===== src/rtl/puf_pkg.sv =====
// puf_pkg: shared FSM state type and timing constants for the RO PUF response generator.
// Declarations only: no latency and no flow control of its own.
package puf_pkg;

    typedef enum logic [2:0] {
        ST_IDLE    = 3'd0,
        ST_SETTLE  = 3'd1,
        ST_COUNT   = 3'd2,
        ST_COMPARE = 3'd3,
        ST_DONE    = 3'd4
    } puf_state_e;

    // SETTLE length matches synchronizer depth so the chain is refilled from the new channel.
    localparam int SETTLE_CYC = 2;
    localparam int SYNC_DEPTH = 2;

endpackage


===== src/rtl/puf_edge_cnt.sv =====
// puf_edge_cnt: RO synchronizer + rising-edge detect + clear/enable counter; RO-to-count 3 cycles, no backpressure.
// PUF_CNT_SAT_EN: counter saturates at all-ones and sat_o flags each dropped edge; otherwise it wraps.
module puf_edge_cnt
    import puf_pkg::*;
#(
    parameter int CNT_W = 12
) (
    input  logic             clk,
    input  logic             rst,
    input  logic             ro_i,
    input  logic             clr_i,
    input  logic             en_i,
    output logic [CNT_W-1:0] cnt_o
`ifdef PUF_CNT_SAT_EN
    ,
    output logic             sat_o
`endif
);

    logic [SYNC_DEPTH-1:0] sync_q;
    logic                  prev_q;
    logic [CNT_W-1:0]      cnt_q;
    logic [CNT_W-1:0]      cnt_d;
    logic                  rise;

    // prev is zeroed during clear, so a channel already high at window start counts once.
    assign rise = sync_q[SYNC_DEPTH-1] & ~prev_q;

`ifdef PUF_CNT_SAT_EN
    logic at_max;

    assign at_max = &cnt_q;
    assign sat_o  = en_i & ~clr_i & rise & at_max;
`endif

    always_comb begin
        cnt_d = cnt_q;
        if (clr_i) begin
            cnt_d = '0;
        end else if (en_i && rise) begin
`ifdef PUF_CNT_SAT_EN
            if (!at_max) begin
                cnt_d = cnt_q + CNT_W'(1);
            end
`else
            cnt_d = cnt_q + CNT_W'(1);
`endif
        end
    end

    always_ff @(posedge clk) begin
        if (rst) begin
            sync_q <= '0;
            prev_q <= 1'b0;
            cnt_q  <= '0;
        end else begin
            sync_q <= {sync_q[SYNC_DEPTH-2:0], ro_i};
            prev_q <= clr_i ? 1'b0 : sync_q[SYNC_DEPTH-1];
            cnt_q  <= cnt_d;
        end
    end

    assign cnt_o = cnt_q;

endmodule


===== src/rtl/puf_ro_resp_gen.sv =====
// puf_ro_resp_gen: RO-pair PUF response generator; o_valid RESP_BITS*(WIN_CYCLES+3)+1 cycles after accepted start.
// No backpressure (o_valid is a one-cycle pulse); PUF_CNT_SAT_EN adds saturating counters and the o_sat port.
module puf_ro_resp_gen
    import puf_pkg::*;
#(
    parameter int N_RO         = 16,
    parameter int RESP_BITS    = 8,
    parameter int CNT_BIT_SIZE = 12,
    parameter int WIN_CYCLES   = 1024,
    parameter int SEL_W        = $clog2(N_RO)
) (
    input  logic                 clk,
    input  logic                 rst,
    input  logic                 i_en,
    input  logic                 i_start,
    input  logic [SEL_W-1:0]     i_challenge,
    input  logic [N_RO-1:0]      i_ro,
    output logic                 o_busy,
    output logic                 o_valid,
    output logic [RESP_BITS-1:0] o_response,
    output logic                 o_tie
`ifdef PUF_CNT_SAT_EN
    ,
    output logic                 o_sat
`endif
);

    localparam int K_W  = (RESP_BITS > 1) ? $clog2(RESP_BITS) : 1;
    localparam int PH_W = (WIN_CYCLES > SETTLE_CYC) ? $clog2(WIN_CYCLES) : $clog2(SETTLE_CYC);

    puf_state_e           state_q, state_d;
    logic [PH_W-1:0]      ph_q, ph_d;
    logic [K_W-1:0]       k_q, k_d;
    logic [SEL_W-1:0]     base_q, base_d;
    logic [RESP_BITS-1:0] resp_q, resp_d;
    logic                 tie_q, tie_d;

    logic [SEL_W-1:0]        sel_a, sel_b;
    logic                    ro_a, ro_b;
    logic                    cnt_clr, cnt_en;
    logic [CNT_BIT_SIZE-1:0] cnt_a, cnt_b;

    // Pair indices wrap naturally by truncation to SEL_W bits.
    assign sel_a = base_q + SEL_W'({k_q, 1'b0});
    assign sel_b = sel_a + SEL_W'(1);
    assign ro_a  = i_ro[sel_a];
    assign ro_b  = i_ro[sel_b];

    assign cnt_clr = (state_q == ST_SETTLE);
    assign cnt_en  = (state_q == ST_COUNT);

`ifdef PUF_CNT_SAT_EN
    logic sat_a, sat_b;
    logic sat_q, sat_d;
`endif

    puf_edge_cnt #(
        .CNT_W (CNT_BIT_SIZE)
    ) u_cnt_a (
        .clk   (clk),
        .rst   (rst),
        .ro_i  (ro_a),
        .clr_i (cnt_clr),
        .en_i  (cnt_en),
        .cnt_o (cnt_a)
`ifdef PUF_CNT_SAT_EN
        ,
        .sat_o (sat_a)
`endif
    );

    puf_edge_cnt #(
        .CNT_W (CNT_BIT_SIZE)
    ) u_cnt_b (
        .clk   (clk),
        .rst   (rst),
        .ro_i  (ro_b),
        .clr_i (cnt_clr),
        .en_i  (cnt_en),
        .cnt_o (cnt_b)
`ifdef PUF_CNT_SAT_EN
        ,
        .sat_o (sat_b)
`endif
    );

    always_comb begin
        state_d = state_q;
        ph_d    = ph_q;
        k_d     = k_q;
        base_d  = base_q;
        resp_d  = resp_q;
        tie_d   = tie_q;
`ifdef PUF_CNT_SAT_EN
        sat_d   = sat_q;
`endif
        // Dropping enable abandons the evaluation; partial response bits are kept.
        if (state_q != ST_IDLE && !i_en) begin
            state_d = ST_IDLE;
        end else begin
            unique case (state_q)
                ST_IDLE: begin
                    if (i_start && i_en) begin
                        state_d = ST_SETTLE;
                        ph_d    = '0;
                        k_d     = '0;
                        base_d  = i_challenge;
                        resp_d  = '0;
                        tie_d   = 1'b0;
`ifdef PUF_CNT_SAT_EN
                        sat_d   = 1'b0;
`endif
                    end
                end
                ST_SETTLE: begin
                    if (ph_q == PH_W'(SETTLE_CYC - 1)) begin
                        state_d = ST_COUNT;
                        ph_d    = '0;
                    end else begin
                        ph_d = ph_q + PH_W'(1);
                    end
                end
                ST_COUNT: begin
`ifdef PUF_CNT_SAT_EN
                    sat_d = sat_q | sat_a | sat_b;
`endif
                    if (ph_q == PH_W'(WIN_CYCLES - 1)) begin
                        state_d = ST_COMPARE;
                        ph_d    = '0;
                    end else begin
                        ph_d = ph_q + PH_W'(1);
                    end
                end
                ST_COMPARE: begin
                    resp_d[k_q] = (cnt_a > cnt_b);
                    if (cnt_a == cnt_b) begin
                        tie_d = 1'b1;
                    end
                    if (k_q == K_W'(RESP_BITS - 1)) begin
                        state_d = ST_DONE;
                    end else begin
                        k_d     = k_q + K_W'(1);
                        ph_d    = '0;
                        state_d = ST_SETTLE;
                    end
                end
                ST_DONE: begin
                    state_d = ST_IDLE;
                end
                default: begin
                    state_d = ST_IDLE;
                end
            endcase
        end
    end

    always_ff @(posedge clk) begin
        if (rst) begin
            state_q <= ST_IDLE;
            ph_q    <= '0;
            k_q     <= '0;
            base_q  <= '0;
            resp_q  <= '0;
            tie_q   <= 1'b0;
        end else begin
            state_q <= state_d;
            ph_q    <= ph_d;
            k_q     <= k_d;
            base_q  <= base_d;
            resp_q  <= resp_d;
            tie_q   <= tie_d;
        end
    end

`ifdef PUF_CNT_SAT_EN
    always_ff @(posedge clk) begin
        if (rst) begin
            sat_q <= 1'b0;
        end else begin
            sat_q <= sat_d;
        end
    end

    assign o_sat = sat_q;
`endif

    assign o_busy     = (state_q != ST_IDLE);
    assign o_valid    = (state_q == ST_DONE);
    assign o_response = resp_q;
    assign o_tie      = tie_q;

endmodule

===== config.mk =====
export PLATFORM = sky130hd
export DESIGN_NAME = puf_ro_resp_gen
export DESIGN_NICKNAME = d
export VERILOG_FILES = /design/src/rtl/puf_pkg.sv /design/src/rtl/puf_edge_cnt.sv /design/src/rtl/puf_ro_resp_gen.sv
export SDC_FILE = /design/constraint.sdc
export NUM_CORES = 1
export LEC_CHECK = 0
export CAP_MARGIN = 20
export CELL_PAD_IN_SITES_DETAIL_PLACEMENT = 0
export CELL_PAD_IN_SITES_GLOBAL_PLACEMENT = 1
export CORE_UTILIZATION = 38
export CTS_CLUSTER_DIAMETER = 30
export CTS_CLUSTER_SIZE = 12
export DETAILED_ROUTE_END_ITERATION = 12
export GPL_ROUTABILITY_DRIVEN = 0
export MAX_ROUTING_LAYER = met4
export PLACE_DENSITY_LB_ADDON = 0.05
export RECOVER_POWER = 100
export SYNTH_ARGS = -nofsm -noshare
export SYNTH_HDL_FRONTEND = slang
export SYNTH_SLANG_ARGS = --single-unit
export TNS_END_PERCENT = 10

===== constraint.sdc =====
create_clock -name clk -period 5.28 [get_ports clk]
set_input_delay 1.32 -clock clk [delete_from_list [all_inputs] [get_ports clk]]
set_output_delay 1.32 -clock clk [all_outputs]
set_load 0.03 [all_outputs]

==> results.json <==
{
  "critical-path-top-delay-family": "compound AO/OA/AOI/OAI gates",
  "skew_ps": 10.3,
  "most_common_cell_after_layout_fill_and_taps_aside": "sky130_fd_sc_hd__dfxtp_1",
  "timing.final.setup_violations": 0,
  "endpoint_type_of_the_worst_setup_path": "flop",
  "final.min_clock_period_ps": 3960,
  "root_buffer": "sky130_fd_sc_hd__clkbuf_8",
  "vdd.ir_drop.worst_uv": 148,
  "grt_antenna_before_repair": 0,
  "via_count_of_the_first_global_routing_pass": 2642,
  "number_of_enable_flip_flop_cells_after_synthesis": 0,
  "initial_utilization_pct": 39.6,
  "numPortBuffers": 34,
  "detail_route.wirelength_mm": 7.09,
  "clock_latency_ps": 330,
  "holdCritPathClass": "reg2reg",
  "syn_area_um2": 3290,
  "route.detailed.vias_per_inst": 5.32,
  "die_w_um": 95.0,
  "path_max_fanout": 27,
  "placeableCoreArea_um2": 8300,
  "min_delay_path_depth": 2,
  "synth_ff_type": "sky130_fd_sc_hd__dfxtp_1",
  "crit_arrival_ps": 4190,
  "slew_violations": 0,
  "number_of_h_tree_levels": 3,
  "synth.net_count": 419,
  "grt_start_max_net_pins": 28,
  "num-nets-final": 454,
  "synthesis.area_per_instance_um2": 8.79,
  "number_of_setup_buffers_added_after_cts": 0,
  "timing_worst_slew_pin_value_ps": 1250,
  "place.detailed.hpwl_mm": 5.18,
  "tritoncts_clock_tree": "done",
  "cts.repair.resized": 0,
  "worst_slew_margin_rel_pct": 16.5,
  "timing.final.crit_share_pct": 75.0,
  "synth_top_area_cell": "sky130_fd_sc_hd__dfxtp_1",
  "antenna_violating_nets_post_route": 0,
  "critical_path.n_buffers_inverters": 2,
  "post_drt_wl_per_cell_um": 13.7,
  "syn-instance-count": 374,
  "async_reset_ff_share_pct": 0,
  "overflow": 0,
  "detailed_place.area_um2": 3720,
  "grt_setup_unrepaired": "false",
  "finalHoldViolCount": 0,
  "dp_slack_ps": 1850,
  "numCtsBuffers": 9,
  "top_level_ports": 35,
  "synth.yosys.seq_area_share_pct": 35.9,
  "clock-sinks": 59,
  "cpMaxStageDelayCell": "sky130_fd_sc_hd__a31oi_1",
  "final_cell_area_um2": 3960,
  "outcome": "finished clean",
  "final_layout_size_suffix_gt1_share_pct": 7.99,
  "setup.worst_path.start_class": "primary input",
  "routed-via-count": 2754,
  "path_depth": 5,
  "row_count": 33,
  "drt_first_pass_iters": 4,
  "cap_viol_max_count": 0,
  "path_clk_slew_ps": 70,
  "worst_setup_margin_ps": 1320,
  "reg2reg_setup_slack_ps": 2720,
  "drc_errors": 0,
  "post_cts_hold_buffer_count": 0,
  "synth.top_cells.by_area": "sky130_fd_sc_hd__dfxtp_1 (36%), sky130_fd_sc_hd__ha_1 (7.6%), sky130_fd_sc_hd__mux4_2 (6.2%)",
  "layout-area-overhead-vs-synth_pct": 20.3,
  "yosysWarningCount": 0,
  "fmaxAchievable_mhz": 253,
  "die-area_um2": 9030,
  "p_per_area_nw_per_um2": 263,
  "global_route.usage.total_pct": 17.8,
  "cp_data_required_time_ps": 5510,
  "cp_cell_sequence": "dlygate4sd3_1 -> clkbuf_1 -> a31oi_1 -> o211ai_1 -> o41ai_1",
  "ctsLongestPathBuffers": 2,
  "antenna-diode-count": 0,
  "reg2regPathDepth": 4,
  "tns_ps": 0,
  "leakage_nw": 1.40,
  "synth_top_area_share_pct": 35.9,
  "synth.ff_latch_count": 59,
  "largest_incremental_delay_on_the_critical_path_ps": 910,
  "layout_common_cells": "sky130_fd_sc_hd__dfxtp_1 (59), sky130_fd_sc_hd__nor2_1 (38), sky130_fd_sc_hd__nand2_1 (28)",
  "drt_iter0_drc": 80,
  "timing.setup.critical_path_class": "in2reg",
  "dieHeight_um": 95.0,
  "wire_length_of_the_first_global_routing_pass_mm": 12.1,
  "post_synthesis_cell_type_count": 52
}
-- registers in the layout, summed over array words and instances (netlist names) --
| signal | flops |
|---|---|
| u_cnt_a.cnt_o | 12 |
| u_cnt_b.cnt_o | 12 |
| ph_q | 10 |
| o_response | 8 |
| base_q | 4 |
| k_q | 3 |
| state_q | 3 |
| u_cnt_a.sync_q | 2 |
| u_cnt_b.sync_q | 2 |
| o_tie | 1 |
| u_cnt_a.prev_q | 1 |
| u_cnt_b.prev_q | 1 |
-- Yosys cell counts, drive strengths merged (2+ instances only) --
master and count:
nand3 21, or2 2, nor3b 7, xor2 3
ha 20, nand4 8, o41ai 4, a31oi 5
xnor2 16, nand2b 5, o31ai 3, mux2i 9
nand2 28, dfxtp 59, o21ai 12, nor3 14
a211oi 2, nand4b 2, inv 23, o211ai 5
or3b 2, o21a 2, mux4 9, nor4 4
and4 2, a21oi 23, o311ai 3, a22oi 3
or4 2, or3 7, and2 2, buf 5
clkbuf 8, nor2b 6, nor2 38
-- path summary, 6_finish.rpt --
check,end,start
min,u_cnt_a.prev_q,u_cnt_a.sync_q[1]
min reg2reg,u_cnt_a.prev_q,u_cnt_a.sync_q[1]
max reg2reg,o_response[0],state_q[1]
max,o_response[0],rst
-- cells by family (layout without fill, tap and decap cells) --
group / after synthesis / after routing / share of synthesized area (%)
flops: 59 / 59 / 35.9
xor+xnor: 19 / 19 / 5.06
buf+inv: 36 / 75 / 4.38
fa+ha+maj: 21 / 21 / 8.22
simple gates: 152 / 152 / 23.7
mux: 19 / 19 / 9.25
compound gates: 68 / 68 / 13.4
-- routing by layer --
metal / vias to the layer above / track usage, % / routed length, um / part of all wire (%)
li1: 1436 / - / - / -
met1: 1281 / 20.2 / 3320 / 47
met2: 33 / 31.2 / 3540 / 50
met3: 4 / 4.07 / 183 / 2.6
met4: 0 / 5.30 / 48 / 0.68
met5: - / - / 0 / 0
-- layout make-up --
type	instances	area, um2
Timing Repair Buffer	37	359
Inverter	23	86.3
Fill cell	835	4340
Multi-Input combinational cell	279	1960
Tap cell	105	131
Clock inverter	4	98.8
Sequential cell	59	1180
Clock buffer	11	141
-- worst reg2reg max path, delay by kind of cell, from the launching register on --
family / cells / cell delay, ps
flip-flops: 1 / 590
AND/OR/NAND/NOR: 1 / 190
AO/OA/AOI/OAI: 3 / 1680
-- metrics by stage --
step	cells	hold WS (ps)	power, W	util, %
final	518	421	0.00104	47.7
after global routing	518	451	0.00108	47.7
after CTS	518	423	0.00106	47.8
after detailed placement	503	413	0.000547	44.9
after global placement	503	408	0.000547	44.9
after floorplan	374	404	0.000513	-
-- power by group --
part / switching [W] / total (W) / internal [W]
Combinational: 0.0000371 / 0.0000782 / 0.0000412
Clock: 0.000180 / 0.000505 / 0.000325
Sequential: 0.00000511 / 0.000456 / 0.000451
No activity file was read; power rests on OpenSTA's default activity.
